--- config.mk ---
export PLATFORM = sky130hd
export DESIGN_NAME = keypad_entry_ctrl
export DESIGN_NICKNAME = d
export VERILOG_FILES = /design/src/rtl/keypad_pkg.sv /design/src/rtl/keypad_scanner.sv /design/src/rtl/keypad_entry_ctrl.sv
export SDC_FILE = /design/constraint.sdc
export NUM_CORES = 1
export LEC_CHECK = 0
export ABC_CLOCK_PERIOD_IN_PS = 3300
export CAP_MARGIN = 20
export CORE_MARGIN = 2
export CORE_UTILIZATION = 52
export CTS_CLUSTER_DIAMETER = 50
export DETAILED_ROUTE_END_ITERATION = 10
export PLACE_DENSITY = 0.76
export SYNTH_ARGS = -nofsm -noshare
export SYNTH_HDL_FRONTEND = slang
export SYNTH_SLANG_ARGS = --single-unit
export TNS_END_PERCENT = 50
--- constraint.sdc ---
create_clock -name fin -period 3.3 [get_ports fin]
set_input_delay 0.66 -clock fin [delete_from_list [all_inputs] [get_ports fin]]
set_output_delay 0.66 -clock fin [all_outputs]
set_load 0.02 [all_outputs]
--- src/rtl/keypad_pkg.sv ---
// Shared key codes, debounce state encoding and 7-segment decode for the keypad entry path.
// Pure definitions: no latency, no flow control.
package keypad_pkg;

   localparam logic [3:0] KEY_STAR = 4'd10;
   localparam logic [3:0] KEY_HASH = 4'd11;
   localparam logic [3:0] KEY_NONE = 4'hF;

   typedef enum logic [1:0] {IDLE, DEB, PRESS, HELD} state_t;

   // Common-anode {abcdefg}, 0 = lit; anything unmapped is blank.
   function automatic logic [6:0] seg_decode(input logic [3:0] v);
      logic [6:0] s;
      case (v)
         4'd0:    s = 7'b0000001;
         4'd1:    s = 7'b1001111;
         4'd2:    s = 7'b0010010;
         4'd3:    s = 7'b0000110;
         4'd4:    s = 7'b1001100;
         4'd5:    s = 7'b0100100;
         4'd6:    s = 7'b0100000;
         4'd7:    s = 7'b0001111;
         4'd8:    s = 7'b0000000;
         4'd9:    s = 7'b0000100;
         4'd10:   s = 7'b1110010;
         4'd11:   s = 7'b1100110;
         default: s = 7'b1111111;
      endcase
      return s;
   endfunction

endpackage

--- src/rtl/keypad_scanner.sv ---
// Column scan: free-running divider, one column per tick, sweep result registered 1 cycle after the col3 sample.
// No backpressure: sweep_done is a single-cycle pulse the consumer must take when it appears.
module keypad_scanner
   import keypad_pkg::*;
#(
   parameter int DIV_W = 16
) (
   input  logic       fin,
   input  logic       rst_n,
   input  logic [3:0] touch_key,
   output logic [2:0] scan_key,
   output logic       tick,
   output logic       refresh,
   output logic       sweep_done,
   output logic [3:0] sweep_key
);

   logic [DIV_W-1:0] div_q, div_d;
   logic [2:0]       scan_q, scan_d;
   logic [3:0]       row1_q, row1_d, row2_q, row2_d;
   logic             done_q, done_d;
   logic [3:0]       key_q, key_d;
   logic [3:0]       sweep;

   // rows[3] is row1; row4 holds the non-digit keys and 0.
   function automatic logic [3:0] col_key(input logic [3:0] col, input logic [3:0] rows);
      logic [3:0] k;
      case (rows)
         4'b1000: k = col + 4'd1;
         4'b0100: k = col + 4'd4;
         4'b0010: k = col + 4'd7;
         4'b0001: k = (col == 4'd0) ? KEY_STAR : (col == 4'd1) ? 4'd0 : KEY_HASH;
         default: k = KEY_NONE;
      endcase
      return k;
   endfunction

   assign tick = &div_q;

   if (DIV_W > 2) begin : g_refresh
      assign refresh = &div_q[DIV_W-3:0];
   end else begin : g_refresh_every
      assign refresh = 1'b1;
   end

   always_comb begin
      case ({|row1_q, |row2_q, |touch_key})
         3'b100:  sweep = col_key(4'd0, row1_q);
         3'b010:  sweep = col_key(4'd1, row2_q);
         3'b001:  sweep = col_key(4'd2, touch_key);
         default: sweep = KEY_NONE;
      endcase
   end

   always_comb begin
      div_d  = div_q + 1'b1;
      scan_d = scan_q;
      row1_d = row1_q;
      row2_d = row2_q;
      done_d = 1'b0;
      key_d  = key_q;
      case (scan_q)
         3'b100: if (tick) begin row1_d = touch_key; scan_d = 3'b010; end
         3'b010: if (tick) begin row2_d = touch_key; scan_d = 3'b001; end
         3'b001: if (tick) begin done_d = 1'b1; key_d = sweep; scan_d = 3'b100; end
         default: begin
            scan_d = 3'b100;
            row1_d = '0;
            row2_d = '0;
         end
      endcase
   end

   always_ff @(posedge fin or negedge rst_n) begin
      if (!rst_n) begin
         div_q  <= '0;
         scan_q <= 3'b100;
         row1_q <= '0;
         row2_q <= '0;
         done_q <= 1'b0;
         key_q  <= KEY_NONE;
      end else begin
         div_q  <= div_d;
         scan_q <= scan_d;
         row1_q <= row1_d;
         row2_q <= row2_d;
         done_q <= done_d;
         key_q  <= key_d;
      end
   end

   assign scan_key   = scan_q;
   assign sweep_done = done_q;
   assign sweep_key  = key_q;

endmodule

--- src/rtl/keypad_entry_ctrl.sv ---
// Keypad entry: debounce per sweep, 4-digit entry buffer, committed code with valid/ack, muxed display.
// Event ~2 cycles after the final sweep; code_valid holds until code_ack, new entries ignored meanwhile.
module keypad_entry_ctrl
   import keypad_pkg::*;
#(
   parameter int DIV_W = 16,
   parameter int DEB_N = 3,
   parameter int NDIG  = 4
) (
   input  logic              fin,
   input  logic              rst_n,
   input  logic [3:0]        touch_key,
   output logic [2:0]        scan_key,
   output logic [6:0]        seg_S,
   output logic [NDIG-1:0]   digit_sel,
   output logic [4*NDIG-1:0] code,
   output logic              code_valid,
   input  logic              code_ack
);

   localparam int CW    = 4 * NDIG;
   localparam int CNT_W = $clog2(NDIG + 1);
   localparam int DEB_W = $clog2(DEB_N + 1);
   localparam int POS_W = (NDIG > 1) ? $clog2(NDIG) : 1;
   localparam logic [CNT_W-1:0] NDIG_C   = CNT_W'(NDIG);
   localparam logic [DEB_W-1:0] DEB_LAST = DEB_W'(DEB_N - 1);
   localparam logic [POS_W-1:0] POS_LAST = POS_W'(NDIG - 1);

   logic             tick, refresh, sweep_done, ev;
   logic [3:0]       sweep_key, dig;
   state_t           state_q, state_d;
   logic [3:0]       cand_q, cand_d;
   logic [DEB_W-1:0] n_q, n_d;
   logic [CW-1:0]    entry_q, entry_d, code_q, code_d;
   logic [CNT_W-1:0] cnt_q, cnt_d;
   logic             valid_q, valid_d;
   logic [POS_W-1:0] pos_q, pos_d;
   logic [NDIG-1:0]  sel_q, sel_d;
   logic [6:0]       seg_q, seg_d;

   keypad_scanner #(.DIV_W(DIV_W)) u_scanner (
      .fin        (fin),
      .rst_n      (rst_n),
      .touch_key  (touch_key),
      .scan_key   (scan_key),
      .tick       (tick),
      .refresh    (refresh),
      .sweep_done (sweep_done),
      .sweep_key  (sweep_key)
   );

   // n counts matching sweeps in DEB and consecutive empty sweeps in HELD.
   always_comb begin
      state_d = state_q;
      cand_d  = cand_q;
      n_d     = n_q;
      ev      = 1'b0;
      case (state_q)
         IDLE: if (sweep_done && sweep_key != KEY_NONE) begin
            state_d = DEB;
            cand_d  = sweep_key;
            n_d     = DEB_W'(1);
         end
         DEB: if (sweep_done) begin
            if (sweep_key == KEY_NONE) begin
               state_d = IDLE;
            end else if (sweep_key == cand_q) begin
               n_d = n_q + 1'b1;
               if (n_q == DEB_LAST) state_d = PRESS;
            end else begin
               cand_d = sweep_key;
               n_d    = DEB_W'(1);
            end
         end
         PRESS: begin
            ev      = 1'b1;
            state_d = HELD;
            n_d     = '0;
         end
         HELD: if (sweep_done) begin
            if (sweep_key != KEY_NONE) begin
               n_d = '0;
            end else begin
               n_d = n_q + 1'b1;
               if (n_q == DEB_LAST) state_d = IDLE;
            end
         end
         default: state_d = IDLE;
      endcase
   end

   // While a code is pending every key is ignored, so commit and ack never overlap.
   always_comb begin
      entry_d = entry_q;
      cnt_d   = cnt_q;
      code_d  = code_q;
      valid_d = valid_q;
      if (valid_q) begin
         if (code_ack) begin
            valid_d = 1'b0;
            entry_d = '0;
            cnt_d   = '0;
         end
      end else if (ev) begin
         if (cand_q <= 4'd9) begin
            if (cnt_q < NDIG_C) begin
               entry_d = {entry_q[CW-5:0], cand_q};
               cnt_d   = cnt_q + 1'b1;
            end
         end else if (cand_q == KEY_STAR) begin
            entry_d = '0;
            cnt_d   = '0;
         end else if (cand_q == KEY_HASH && cnt_q == NDIG_C) begin
            code_d  = entry_q;
            valid_d = 1'b1;
         end
      end
   end

   // Each scan tick restarts the frame at the rightmost digit, locking the digit phase to the divider.
   always_comb begin
      pos_d = pos_q;
      if (tick)         pos_d = '0;
      else if (refresh) pos_d = (pos_q == POS_LAST) ? '0 : pos_q + 1'b1;
      sel_d = ~(NDIG'(1) << pos_d);
      if (valid_q)                     dig = code_q[4*pos_d +: 4];
      else if (CNT_W'(pos_d) < cnt_q)  dig = entry_q[4*pos_d +: 4];
      else                             dig = KEY_NONE;
      seg_d = seg_decode(dig);
   end

   always_ff @(posedge fin or negedge rst_n) begin
      if (!rst_n) begin
         state_q <= IDLE;
         cand_q  <= KEY_NONE;
         n_q     <= '0;
         entry_q <= '0;
         cnt_q   <= '0;
         code_q  <= '0;
         valid_q <= 1'b0;
         pos_q   <= '0;
         sel_q   <= ~NDIG'(1);
         seg_q   <= 7'b1111111;
      end else begin
         state_q <= state_d;
         cand_q  <= cand_d;
         n_q     <= n_d;
         entry_q <= entry_d;
         cnt_q   <= cnt_d;
         code_q  <= code_d;
         valid_q <= valid_d;
         pos_q   <= pos_d;
         sel_q   <= sel_d;
         seg_q   <= seg_d;
      end
   end

   assign code       = code_q;
   assign code_valid = valid_q;
   assign digit_sel  = sel_q;
   assign seg_S      = seg_q;

endmodule

Word-level counts from Yosys, hierarchy flattened
Memory sizes are Yosys's and may differ from the RTL's. A register that Yosys moved wholly into a read port is not among the register bits. Cells that the tools add are included.

Multiplexer cells: 57. Magnitude comparators: 3. Reductions and logical operators: 23. Bitwise logic cells: 6. $add $sub $neg: 4. Shifts and indexed selects: 3. Equality and inequality tests: 43.

Operator list (number): two-way mux 16 bit (6); one-hot mux 4 bit (4 select lines) (3); two-way mux 2 bit (16); variable part select 16 x 5 -> 4 bit (2); two-way mux 4 bit (7); two-way mux 3 bit (9); equality test 4 bit (second input constant) (6); one-hot mux 4 bit (2 select lines) (3); inequality test 2 bit (second input constant) (9); AND reduction 17 bit (1); adder 16 x 1 -> 16 bit (second input constant) (1); one-hot mux 2 bit (4 select lines) (2); AND reduction 16 bit (1); AND reduction 14 bit (1); equality test 4 x 1 -> 1 bit (second input constant) (3); equality test 4 x 2 -> 1 bit (second input constant) (3); equality test 4 x 3 -> 1 bit (second input constant) (3); one-hot mux 4 bit (3 select lines) (1); OR reduction 4 bit (3); AND reduction 5 bit (2); equality test 3 bit (second input constant) (3); two-way mux 1 bit (9); one-hot mux 3 bit (3 select lines) (1); equality test 2 bit (second input constant) (4); other kinds (26) (40).

ROM bits: 112. Memories kept: 1. Register bits: 82. Output and inout bits: 31. Input bits: 7.

Memories: (name not given) (words 16, width 7, read ports 1, clocked after memory_dff 1, write ports 0, RTL line keypad_pkg.sv:14) `case (v)`.

Longest topological paths before layout
Depth in word-level cells: 7. Gate-level depth with buffers: 15.

Modules after synthesis
A second synthesis with hierarchy kept.

Cell total of the unflattened synthesis: 469. Area, all modules: 4942.2 µm².

By module, submodules not included: keypad_entry_ctrl (times used 1, cells each 269, sequential area each 1443.9 µm², area each 2997.9 µm²); keypad_scanner (times used 1, cells each 200, sequential area each 807.0 µm², area each 1944.4 µm²).

Worst setup path after synthesis
No wires, ideal clock.

Path type: register to register. Start point: register u_scanner.div_q[0]. End point: register seg_q[6] (netlist: seg_S[6]). Period minus slack after synthesis: 3.533 ns. Data arrival time: 3.441 ns. Slack: -0.233 ns. Path buffers: 1. Stages on the path, launching flop included: 16. Path through: dfrtp_1 > ha_1 > nand2_1 > nor4_4 > mux2i_1 > buf_2 > inv_1 > ha_1 > nor3_1 > a221oi_4 > o21ai_0 > inv_1 > ha_1 > inv_1 > mux2_2 > a2bb2oi_1.

Cells in the longest elaborated chain, start to end: 6. Elaborated cells between the ends (all ways): 9. Classes of those cells: 1 x order compare; 2 x shift; 4 x mux; 2 x reduce/logical.

Ends and longest elaborated chain: start, declared (RTL line keypad_scanner.sv:18) `logic [DIV_W-1:0] div_q, div_d;`; start signal, assigned (RTL line keypad_scanner.sv:83) `div_q <= div_d;`; AND reduction 14 bit (RTL line keypad_scanner.sv:41) `assign refresh = &div_q[DIV_W-3:0];`; two-way mux 2 bit (RTL line keypad_entry_ctrl.sv:124) `else if (refresh) pos_d = (pos_q == POS_LAST) ? '0 : pos_q + 1'b1;`; two-way mux 2 bit (*) (RTL line keypad_entry_ctrl.sv:123) `if (tick) pos_d = '0;`; net pos_d[1] (RTL line keypad_entry_ctrl.sv:37) `logic [POS_W-1:0] pos_q, pos_d;`; variable part select 16 x 5 -> 4 bit or < comparator 2 x 3 -> 1 bit (tied branches) (RTL line keypad_entry_ctrl.sv:127) `else if (CNT_W'(pos_d) < cnt_q) dig = entry_q[4*pos_d +: 4];`; two-way mux 4 bit (RTL line keypad_entry_ctrl.sv:127); two-way mux 4 bit (*) (RTL line keypad_entry_ctrl.sv:126) `if (valid_q) dig = code_q[4*pos_d +: 4];`; end, declared (RTL line keypad_entry_ctrl.sv:39) `logic [6:0] seg_q, seg_d;`.

The timed path passes the listed nets; every way through them passes the cells marked *. A chain may end at the register's enable or synchronous reset.

Worst setup path after layout
Start point: register u_scanner.div_q[6]. End point: register seg_q[6] (netlist: seg_S[6]).

Same word-level chain as after synthesis.

==> results.sh <==
export IMPL_status="completed"
export IMPL_p_int_uw=1550
export IMPL_synth_cells=449
export IMPL_drv_slew=0
export IMPL_routed_wl_mm=9.45
export IMPL_final_hold_viol_count=0
export IMPL_gp_congestion=0.887
export IMPL_clk_path_buf_depth=2
export IMPL_required_ps=3580
export IMPL_regToRegSetupSlack_ps=240
export IMPL_post_drt_wl_per_cell_um=15.8
export IMPL_worstRegToRegCells=13
export IMPL_met2_wirelength_mm=4.65
export IMPL_final_setup_skew_ps=7.87
export IMPL_p_comb_share_pct=8.7
export IMPL_timing_rr_start="u_scanner.div_q[6]"
export IMPL_ir_worst_vdd_mv=0.158
export IMPL_fin_crit_ps=3060
export IMPL_p_per_area_nw_per_um2=385
export IMPL_hp_class="in -> async"
export IMPL_async_flop_share_pct=100
export IMPL_path_class="reg -> reg"
export IMPL_dr_first_iter_drc_count=112
export IMPL_synth_edff_count=0
export IMPL_io_pins=38
export IMPL_max_cap_violations=0
export IMPL_cts_htree_levels=3
export IMPL_fmax_ghz=0.327
export IMPL_cts_made_buffers=9
export IMPL_coreArea_um2=8590
export IMPL_synth_cell_types=53
export IMPL_clock_sinks=89
export IMPL_nets=503
export IMPL_p_clk_share_pct=36.0
export IMPL_r2r_end="seg_S[6]"
export IMPL_setup_tns_ps=0
export IMPL_drc_errors=0
export IMPL_leakagePower_uw=0.00230
export IMPL_cp_arrival_ps=3340
export IMPL_grt_max_degree=90
export IMPL_diodes=0
export IMPL_setup_viol=0
export IMPL_cts_root_buf="clkbuf_8"
export IMPL_grt_pass1_vias=3307
export IMPL_syn_avg_cell_area_um2=10.2
export IMPL_critical_path_endpoint="seg_S[6]"
export IMPL_wl_met1_mm=4.37
export IMPL_grt_use_total_pct=21.0
export IMPL_syn_num_nets=468
export IMPL_ys_ff_latch=89
export IMPL_drtPass1Iterations=4
export IMPL_tightest_slew_ps=719
export IMPL_overflow=0
export IMPL_cts_hold_buf=0
export IMPL_cts_tree="done"
export IMPL_switching_share_pct=23.8
export IMPL_start_util_pct=53.0
export IMPL_relSlewSlack_pct=51.6
export IMPL_finish_utilization_pct=61.6
export IMPL_synth_seq_area_share_pct=49.4
export IMPL_antenna_found_initial=0
export IMPL_startpoint="u_scanner.div_q[6]"
export IMPL_syn_to_final_growth_pct=16.2
export IMPL_drive_above_1_share_pct=17.0
export IMPL_vias=3489
export IMPL_syn_area_um2=4560
export IMPL_switching_power_uw=485
export IMPL_critPathLaunchType="flop"
export IMPL_insertion_delay_ps=350
export IMPL_crit_path_end_kind="flop"
export IMPL_dieArea_um2=9530
export IMPL_ant_nets=0
export IMPL_hpwlAfterDp_mm=6.72
export IMPL_grt_pass1_wl_mm=16.3
export IMPL_clk_pin_slew_worst_paths_ps=90
export IMPL_wl_met3_um=351
export IMPL_hold_slack_ps=201
export IMPL_numPortBuffers=37
export IMPL_die_x_um=97.6
export IMPL_via_per_inst=5.84
export IMPL_ys_flop_type="dfrtp_1"
export IMPL_rsz0062_at_grt="false"
export IMPL_highest_layer="met4"
export IMPL_pwr_share_seq_pct=55.3
export IMPL_critPathMaxFanout=6
export IMPL_die_h_um=97.6
export IMPL_synth_warnings=0
export IMPL_rows=34
export IMPL_fin_crit_sh_pct=92.7
==> logic make-up after synthesis <==
logic type               after synthesis  share of synthesized area [%]
AND/OR/NAND/NOR                      135                           14.3
AO/OA/AOI/OAI                        116                           17.5
flip-flops                            89                           49.4
buffers and inverters                 44                           3.90
multiplexers                          29                           7.03
XOR/XNOR                              24                           4.61
adder cells (fa/ha/maj)               12                           3.29
==> power groups by stage <==
stage / clock network [uW] / logic, uW / registers (uW)
after CTS: 754 / 175 / 1130
after global routing: 808 / 197 / 1130
after global placement: 0 / 171 / 1150
final: 733 / 178 / 1130
after floorplan: 0 / 71.5 / 1170
after detailed placement: 0 / 174 / 1150
==> flip-flops by register name (all words and copies together), names as in the netlist, 7 cells and up, named ones only <==
| name | flops |
|---|---|
| entry_q | 16 |
| seg_S | 7 |
| code | 16 |
| u_scanner.div_q | 16 |
==> repair_timing <==
action / in CTS / in global routing
endpoints found under the hold margin: 0 / 0
buffers inserted: 0 / 0
gates resized for setup: 0 / 3
endpoints found under the setup margin: 0 / 4
==> placed cells by master (no fill, tap or decap), types with 5 or more instances in the layout <==
cell type	instances
o21ai_0	37
nor3_1	13
buf_4	11
mux2_2	24
ha_1	11
clkdlybuf4s50_1	36
a2bb2oi_1	5
a22oi_1	8
dfstp_2	19
a21oi_1	19
inv_1	18
nand2_1	53
a31oi_1	5
xor2_1	15
nor2_1	22
clkbuf_8	9
and3_1	7
dfrtp_1	70
nand3_1	14
xnor2_1	9
a22o_1	15
==> synthesized netlist by cell type, types with 2 or more instances <==
cell type	n	area share, %
a211oi_1	2	0.33
a21o_1	2	0.33
a21oi_1	19	2.1
a221oi_1	3	0.58
a22o_1	15	2.9
a22oi_1	8	1.3
a2bb2oi_1	5	0.96
a31oi_1	5	0.69
a32oi_1	2	0.38
and2_1	2	0.27
and3_1	7	0.96
clkbuf_1	21	1.7
dfrtp_1	70	38
dfstp_2	19	11
ha_1	12	3.3
inv_1	18	1.5
mux2_2	24	5.9
mux2i_1	5	1.1
nand2_1	53	4.4
nand2b_1	4	0.55
nand3_1	14	1.5
nand3b_1	2	0.33
nand4_1	4	0.55
nor2_1	22	1.8
nor2b_1	2	0.27
nor3_1	13	1.4
nor4_1	3	0.41
o21a_1	2	0.33
o21ai_0	38	4.2
o22ai_2	2	0.55
o31ai_1	3	0.49
o41ai_1	2	0.38
or3_1	2	0.27
or4_1	3	0.49
xnor2_1	9	1.7
xor2_1	15	2.9
==> metal layers <==
metal	up-vias	track usage, %
li1	1682	-
met1	1731	29.8
met2	69	33.0
met3	7	4.10
met4	0	5.98
met5	-	0
==> layout make-up <==
| type | count | area (um2) |
|---|---|---|
| fill | 729 | 3300 |
| timing repair buffer | 49 | 490 |
| sequential | 89 | 2250 |
| clock inverter | 6 | 67.6 |
| multi-input combinational | 316 | 2150 |
| tap | 108 | 135 |
| clock buffer | 10 | 128 |
| inverter | 19 | 71.3 |
==> critical path, cell delays in order, from the launching register on <==
cell	delay, ps
dfrtp_1	440
nand4_1	230
nor4_4	310
mux2i_1	280
inv_1	100
ha_1	280
nor3_1	60
a221oi_4	350
o21ai_2	190
inv_1	120
ha_1	170
inv_1	40
mux2_2	260
a2bb2oi_1	150
==> worst min-delay path by stage <==
stage,start,endpoint,slack (ps)
6_report,rst_n,u_scanner.div_q[7],200
5_1_grt,rst_n,u_scanner.div_q[12],200
4_1_cts,u_scanner.div_q[0],u_scanner.div_q[0],500
3_5_place_dp,u_scanner.div_q[0],u_scanner.div_q[0],490
3_3_place_gp,u_scanner.div_q[0],u_scanner.div_q[0],450
2_1_floorplan,rst_n,async pin,360
==> per-stage QoR <==
stage | instances | power, uW | area [um2] | setup WS, ps
6_report | 597 | 2040 | 5300 | 241
5_1_grt | 597 | 2130 | 5300 | 32.9
4_1_cts | 596 | 2060 | 5260 | 163
3_5_place_dp | 580 | 1320 | 5060 | 183
3_3_place_gp | 580 | 1320 | 5060 | 348
2_1_floorplan | 449 | 1240 | 4560 | 32.9
Power figures use the tool's default switching activity.
